## config.mk

```make
export PLATFORM = sky130hd
export DESIGN_NAME = seq_datapath_arbiter
export DESIGN_NICKNAME = d
export VERILOG_FILES = /design/src/rtl/seq_datapath_arbiter.sv
export SDC_FILE = /design/constraint.sdc
export NUM_CORES = 1
export LEC_CHECK = 0
export BUFFER_PORTS_ARGS = -buffer_cell sky130_fd_sc_hd__buf_2
export CAP_MARGIN = 5
export CORE_ASPECT_RATIO = 0.6
export CORE_UTILIZATION = 47
export CTS_BUF_LIST = sky130_fd_sc_hd__clkbuf_16
export DETAILED_ROUTE_END_ITERATION = 16
export GPL_ROUTABILITY_DRIVEN = 0
export HOLD_SLACK_MARGIN = 0.15
export PLACE_DENSITY = 0.8
export REMOVE_ABC_BUFFERS = 1
export SLEW_MARGIN = 20
export SYNTH_ARGS = -nofsm -noshare
export SYNTH_HDL_FRONTEND = slang
export SYNTH_SLANG_ARGS = --single-unit
```

## constraint.sdc

```tcl
create_clock -name clock -period 2.2 [get_ports clock]
set_clock_uncertainty 0.05 [all_clocks]
set_input_delay 0.33 -clock clock [delete_from_list [all_inputs] [get_ports clock]]
set_output_delay 0.33 -clock clock [all_outputs]
set_load 0.05 [all_outputs]
```

## src/rtl/seq_datapath_arbiter.sv

```systemverilog
`default_nettype none
// ============================================================================
// Module      : seq_datapath_arbiter
// Description : Round-robin arbiter/sequencer sharing one sequential datapath
//               between NUM_REQ requesters (valid/ready in, valid/ready out).
//               Optional per-requester grant counters: define SEQ_ARB_STATS_EN.
// Revision    : 1.0 - initial release
// ============================================================================
module seq_datapath_arbiter #(
    parameter int NUM_REQ   = 4,
    parameter int DATA_W    = 8,
    parameter int LATENCY   = 1,
    parameter int PRE_CLEAR = 1
) (
    input  logic                        clock,
    input  logic                        reset,
    input  logic [NUM_REQ-1:0]          req_valid,
    input  logic [NUM_REQ*DATA_W-1:0]   req_data,
    output logic [NUM_REQ-1:0]          req_ready,
    output logic [DATA_W-1:0]           dp_dataIn,
    output logic                        dp_clear,
    input  logic [DATA_W-1:0]           dp_dataOut,
    output logic                        rsp_valid,
    input  logic                        rsp_ready,
    output logic [DATA_W-1:0]           rsp_data,
    output logic [$clog2(NUM_REQ)-1:0]  rsp_id,
    output logic                        busy
`ifdef SEQ_ARB_STATS_EN
    ,
    output logic [NUM_REQ*16-1:0]       grant_cnt
`endif
);

    localparam int ID_W = $clog2(NUM_REQ);
    localparam logic [ID_W:0]        c_numReq   = (ID_W+1)'(NUM_REQ);
    localparam logic [3:0]           c_waitLoad = 4'(LATENCY - 1);
    localparam logic [NUM_REQ-1:0]   c_one      = NUM_REQ'(1);

    typedef enum logic [1:0] {
        S_IDLE  = 2'd0,
        S_CLEAR = 2'd1,
        S_WAIT  = 2'd2,
        S_RESP  = 2'd3
    } state_t;

    state_t              r_state;
    state_t              w_nextState;
    logic [ID_W-1:0]     r_lastGrant;
    logic [ID_W-1:0]     r_id;
    logic [ID_W-1:0]     w_winner;
    logic [ID_W:0]       w_scanIdx;
    logic                w_anyValid;
    logic                w_handshake;
    logic [NUM_REQ-1:0]  w_grantOneHot;
    logic [DATA_W-1:0]   w_operand;
    logic [DATA_W-1:0]   r_dpDataIn;
    logic                r_dpClear;
    logic [DATA_W-1:0]   r_rspData;
    logic [3:0]          r_waitCnt;

    // Scan downward so the last hit is the nearest requester after last_grant.
    always_comb begin
        w_winner   = '0;
        w_anyValid = 1'b0;
        w_scanIdx  = '0;
        for (int k = NUM_REQ; k >= 1; k--) begin
            w_scanIdx = {1'b0, r_lastGrant} + (ID_W+1)'(k);
            if (w_scanIdx >= c_numReq) begin
                w_scanIdx = w_scanIdx - c_numReq;
            end
            if (req_valid[w_scanIdx[ID_W-1:0]]) begin
                w_winner   = w_scanIdx[ID_W-1:0];
                w_anyValid = 1'b1;
            end
        end
    end

    always_comb begin
        w_operand = '0;
        for (int i = 0; i < NUM_REQ; i++) begin
            if (w_winner == ID_W'(i)) begin
                w_operand = req_data[i*DATA_W +: DATA_W];
            end
        end
    end

    assign w_grantOneHot = c_one << w_winner;
    assign w_handshake   = (r_state == S_IDLE) && reset && w_anyValid;

    always_ff @(posedge clock or negedge reset) begin
        if (!reset) begin
            r_state <= S_IDLE;
        end else begin
            r_state <= w_nextState;
        end
    end

    always_comb begin
        w_nextState = r_state;
        req_ready   = '0;
        rsp_valid   = 1'b0;
        busy        = 1'b1;
        case (r_state)
            S_IDLE: begin
                busy = 1'b0;
                if (reset && w_anyValid) begin
                    req_ready = w_grantOneHot;
                end
                if (w_handshake) begin
                    w_nextState = (PRE_CLEAR != 0) ? S_CLEAR : S_WAIT;
                end
            end
            S_CLEAR: w_nextState = S_WAIT;
            S_WAIT: begin
                if (r_waitCnt == 4'd0) begin
                    w_nextState = S_RESP;
                end
            end
            S_RESP: begin
                rsp_valid = 1'b1;
                if (rsp_ready) begin
                    w_nextState = S_IDLE;
                end
            end
            default: w_nextState = S_IDLE;
        endcase
    end

    always_ff @(posedge clock or negedge reset) begin
        if (!reset) begin
            r_lastGrant <= ID_W'(NUM_REQ - 1);
            r_id        <= '0;
            r_dpDataIn  <= '0;
            r_dpClear   <= 1'b1;
            r_rspData   <= '0;
            r_waitCnt   <= '0;
        end else begin
            r_dpClear <= 1'b0;
            if (w_handshake) begin
                r_lastGrant <= w_winner;
                r_id        <= w_winner;
                r_dpDataIn  <= w_operand;
                r_dpClear   <= (PRE_CLEAR != 0);
            end
            // Counter is armed on entry to WAIT; zero marks the capture cycle.
            if ((w_nextState == S_WAIT) && (r_state != S_WAIT)) begin
                r_waitCnt <= c_waitLoad;
            end else if ((r_state == S_WAIT) && (r_waitCnt != 4'd0)) begin
                r_waitCnt <= r_waitCnt - 4'd1;
            end
            if ((r_state == S_WAIT) && (r_waitCnt == 4'd0)) begin
                r_rspData <= dp_dataOut;
            end
        end
    end

    assign dp_dataIn = r_dpDataIn;
    assign dp_clear  = r_dpClear;
    assign rsp_data  = r_rspData;
    assign rsp_id    = r_id;

`ifdef SEQ_ARB_STATS_EN
    for (genvar g = 0; g < NUM_REQ; g++) begin : g_stats
        logic [15:0] r_grantCnt;
        always_ff @(posedge clock or negedge reset) begin
            if (!reset) begin
                r_grantCnt <= '0;
            end else if (w_handshake && (w_winner == ID_W'(g)) && (r_grantCnt != 16'hFFFF)) begin
                r_grantCnt <= r_grantCnt + 16'd1;
            end
        end
        assign grant_cnt[g*16 +: 16] = r_grantCnt;
    end
`endif

endmodule
`default_nettype wire
```

After elaboration in Yosys (flattened, before gate mapping) --
Index checks and enable logic that the tools add are counted.
Storage, ports and cells: bits in registers 27, logic and storage cells 79, output and inout bits 25, input bits 47
Cells by class: shift operators 1, $add $sub $neg 9, reduce and logical (&&, ||, !) cells 11, $lt $le $gt $ge 8, eq/ne operators 8, multiplexer cells 35
Operators by type and width (number):
- $mux 8 | 4
- $mux 2 | 11
- $mux 4 | 4
- $ge 3x3->1 const B | 4
- $lt 2x3->1 const B | 4
- $mux 1 | 11
- $eq 2x2->1 const B | 5
- $bmux 1 s2 | 4
- $pmux 2 s4 | 1
- $sub 2x1->2 const B | 4
- $add 2x2->3 const B | 2
- $logic_and 1x1->1 | 6
- $eq 2x1->1 const B | 2
- $logic_not 2->1 | 2
- $logic_not 4->1 | 1
- $reduce_bool 4->1 | 1
- $shl 1x2->4 const A | 1
- $sub 4x1->4 const B | 1
- $add 2x1->3 const B | 1
- $add 2x3->3 const B | 1
- $ne 2x2->1 const B | 1
- $reduce_bool 2->1 | 1

Logic depth before layout (Yosys ltp) --
depth in word-level cells 15, depth in mapped cells 7, depth with buffers taken out 6

Least setup slack after synthesis --
OpenSTA, ideal clock, no wires.
path type register -> output, start register r_lastGrant[1], end output port req_ready[1], required time 1.820 ns, buffers on the path 2, data arrival time 2.399 ns, path slack -0.579 ns, cell stages (with the launch flop) 6, cells stage by stage dfstp_2 > buf_2 > mux2i_1 > o221ai_2 > buf_2 > nor3b_1
Between the ends: word-level cells in the longest chain between the ends 12, elaborated cells between the ends (all ways) 36, classes of those cells 8 x add/sub; 4 x order compare; 1 x shift; 22 x mux; 1 x reduce/logical
Ends and longest elaborated chain:
- start: declaration | RTL line 48 | logic [ID_W-1:0] r_lastGrant;
- start signal: assignment | RTL line 131 | r_lastGrant <= ID_W'(NUM_REQ - 1);
- start signal: assignment | RTL line 140 | r_lastGrant <= w_winner;
- $add 2x3->3 | RTL line 67 | w_scanIdx = {1'b0, r_lastGrant} + (ID_W+1)'(k);
- $ge 3x3->1 / $sub 2x1->2 (equally long branches) | RTL line 68, 69
- $mux 2 | RTL line 68 | if (w_scanIdx >= c_numReq) begin
- $bmux 1 s2 | RTL line 71 | if (req_valid[w_scanIdx[ID_W-1:0]]) begin
- $mux 1 (implied by the code) | RTL line 71
- $mux 2 / $mux 1 (equally long branches) (4 in series) | RTL line 71
- $shl 1x2->4 / $logic_and 1x1->1 (equally long branches) | RTL line 87, 106
- $mux 4 * | RTL line 106 | if (reset && w_anyValid) begin
- $mux 4 * | RTL line 103 | case (r_state)
- end: declaration | RTL line 19 | output logic [NUM_REQ-1:0] req_ready,
Every way passes the cells marked *; elsewhere a longest branch is shown, timed or not. The select of a mux whose other input is x is not followed.

Worst setup path after layout --
start register r_lastGrant[0], end output port req_ready[3]
Same word-level chain as after synthesis.

==> impl_results.md <==
- Status: complete, but fails checks
- Failing checks: setup timing
- WP buf/inv: 1
- Unrepaired setup endpoints after global routing: yes
- Area growth from synthesis to layout: 37.32%
- Setup crit end kind: output port
- Diodes inserted: 0
- Slew Limit Fails: 0
- Multi-input gate area: 865.8 sq um
- Distinct cells, synth: 44
- Largest net degree at the start of global routing: 28
- Reg area: 679.4 sq um
- Met3 Track Usage GR: 5.631%
- Fillers: 218
- DR vias/cell: ~5.7
- Asr flop ratio synth: 100.0%
- Antenna viol nets, final: 0
- Fin nets: 291
- HPWL after DPL: between 3000 and 4000 um
- Synth Flop Type: dfrtp_1
- Post-synthesis cell count: around 160
- Crit share post-route: 101.5%
- H-tree depth: 1
- Critical Path Fanout Max: 7
- Initial antenna violation count: 0
- Mapped cell area: 1579 sq um
- Clk_lat worst skew: 0.26 ns
- VDD IR max: 0.0008004 V
- Leakage: about 1.0 nW
- CTS Buffer Depth: 2
- Final WL: 4736 um
- Commonest non-fill, non-tap cell in the layout: buf_2
- Met2 usage: 40.89%
- Die Y: 46.90 um
- Top post-synthesis cells by area: dfrtp_1, mux2_2, dfstp_2, nor2_1, nand2_1
- Post-layout util: a little under three quarters
- Final worst slack: -0.03398 ns
- Vias: 1626
- GR Util All Layers: 25.37%
- YS warnings: 0
- Syn_area_per_cell: 9.747 sq um
- Worst Path Required: approximately 1.8 ns
- P per Cell Area: approximately 1500 nW/um^2
- Wire length per cell: 16.68 um
- Post-synth EDFFs: 0
- Final setup fails: 3
- Initial core utilization: 52.26%
- Fmax: 447.6 MHz
- Residual DRC: 0
- Critical Path AT: 1.85 ns
- Hold Crit Class: in2reg
- Clock sink count: 27
- Most frequent cells in the layout: buf_2, dfrtp_1, nor2_1
- Worst-path cell with the longest stage delay: dfstp_2
- Max-Cap Viols: 0
- Seq/Total Area, Yosys: 43.03%
- #FFs+latches synth: 27
- Vias in the first global route: 1442
- I/O pin total: 72
- Worst setup SP type: flip-flop
- Worst slew pin tran: 0.4737 ns
- Met1 Resource Use GR: 36.52%
- Gr busiest metal: met2
- Power consumption: ~3.2 mW
- Die area: between 3000 and 4000 sq um
- # rows: 15
- Minimum clock period: roughly 2.2 ns
- Biggest cell delay along the critical path: 0.60 ns
- CP delay by family, top: simple AND/OR/NAND/NOR gates
- Final hold violations: 0
- Slew HR: about 68%
- Num CTS Buffers: 3
- Hold_ws: 0.2104 ns
- Initial DRT Pass Iterations: 4
- CP Class: reg2out
- Layout cell share with drive strength beyond 1: 46.69%
- CTS tree: done
- Cell Chain, Critical Path: nor3b_2, or3_4, nor2_8, and3_4, buf_8
- Core Area: 3022 sq um
- PortBufs: 71
- Clk root buf: clkbuf_16
- Reg clk slew, reported paths: 0.06 ns
- Overflow after GRT: 0
- Area leader, netlist: dfrtp_1
- First-pass GRT wire length: 6782 um
- Initial DRC count: 153
- Yosys top cell area share: 38.03%
- Die width: 76.83 um
-- layout make-up --
class,instances,area share (%)
tap,42,2.424
sequential,27,31.33
timing repair buffer,83,21.64
multi-input combinational,122,39.93
inverter,6,1.039
clock inverter,1,0.1731
clock buffer,3,3.462
-- per-layer routing --
layer	part of all wire (%)	vias to the layer above	wire, um
met5	0	-	0
met4	1.6	0	74
met3	9.1	8	430
met2	44	75	2067
met1	46	784	2164
li1	-	759	-
-- metrics by stage --
stage               instances  cell area (sq um)  setup slack (ns)  TNS [ns]
floorplan                 155               1535           -0.4935    -1.013
global placement          274               1988            0.1741         0
detailed placement        274               1988            0.1255         0
CTS                       280               2098          -0.07562  -0.07562
global route              284               2168           -0.1021   -0.3503
finish                    284               2168          -0.03398  -0.07318
-- cell families (layout without fill, tap and decap cells) --
| logic type | Yosys count | after routing | share of synthesized area (%) |
|---|---|---|---|
| compound gates | 56 | 56 | 25.83 |
| simple gates | 56 | 56 | 19.81 |
| flops | 27 | 27 | 43.03 |
| buf+inv | 13 | 93 | 4.199 |
| mux | 9 | 9 | 6.339 |
| fa+ha+maj | 1 | 1 | 0.7923 |
-- worst paths after layout --
check,startpoint,end,slack (ns),cells after the start
setup reg to reg,r_lastGrant[0]$_DFFE_PN1P_,dp_dataIn[4]$_DFFE_PN0P_,0.21,6
min in group asynchronous,reset,dp_dataIn[4]$_DFFE_PN0P_,0.61,3
setup / recovery,r_lastGrant[0]$_DFFE_PN1P_,req_ready[3],-0.03,5
hold / removal,rsp_ready,r_state[1]$_DFF_PN0_,0.21,2
max in group asynchronous,reset,dp_clear$_DFF_PN1_,1.20,3
hold reg to reg,dp_dataIn[5]$_DFFE_PN0P_,dp_dataIn[5]$_DFFE_PN0P_,0.44,2
-- flip-flops by register name, summed over array words and instances (netlist names) --
register,count
r_lastGrant,2
dp_clear,1
r_state,2
rsp_id,2
rsp_data,8
r_waitCnt,4
dp_dataIn,8
-- cells in the mapped netlist (all sizes together) (2+ instances only) --
cell type / number
nor3b: 4
nor2: 19
or2: 2
nor2b: 2
or4: 2
a21boi: 3
nor3: 2
nand3: 7
o311ai: 2
a22o: 2
a221oi: 5
a211oi: 3
dfrtp: 24
dfstp: 3
mux2: 8
nand2: 14
inv: 6
o21a: 4
a21o: 6
o221ai: 4
buf: 7
o21ai: 14
a21oi: 10
-- power by group --
| group | total (mW) | internal (mW) | switching, mW |
|---|---|---|---|
| combinational | 1.91 | 0.585 | 1.32 |
| sequential | 0.883 | 0.718 | 0.165 |
| clock | 0.397 | 0.243 | 0.154 |
-- what timing repair did --
action	in CTS	in global routing
endpoints found under the hold margin	24	0
hold buffers	1	0
resized for setup	5	11
setup endpoints to repair	4	5
setup buffers	1	4
pin swaps	1	5
(Power assumes the default switching activity.)
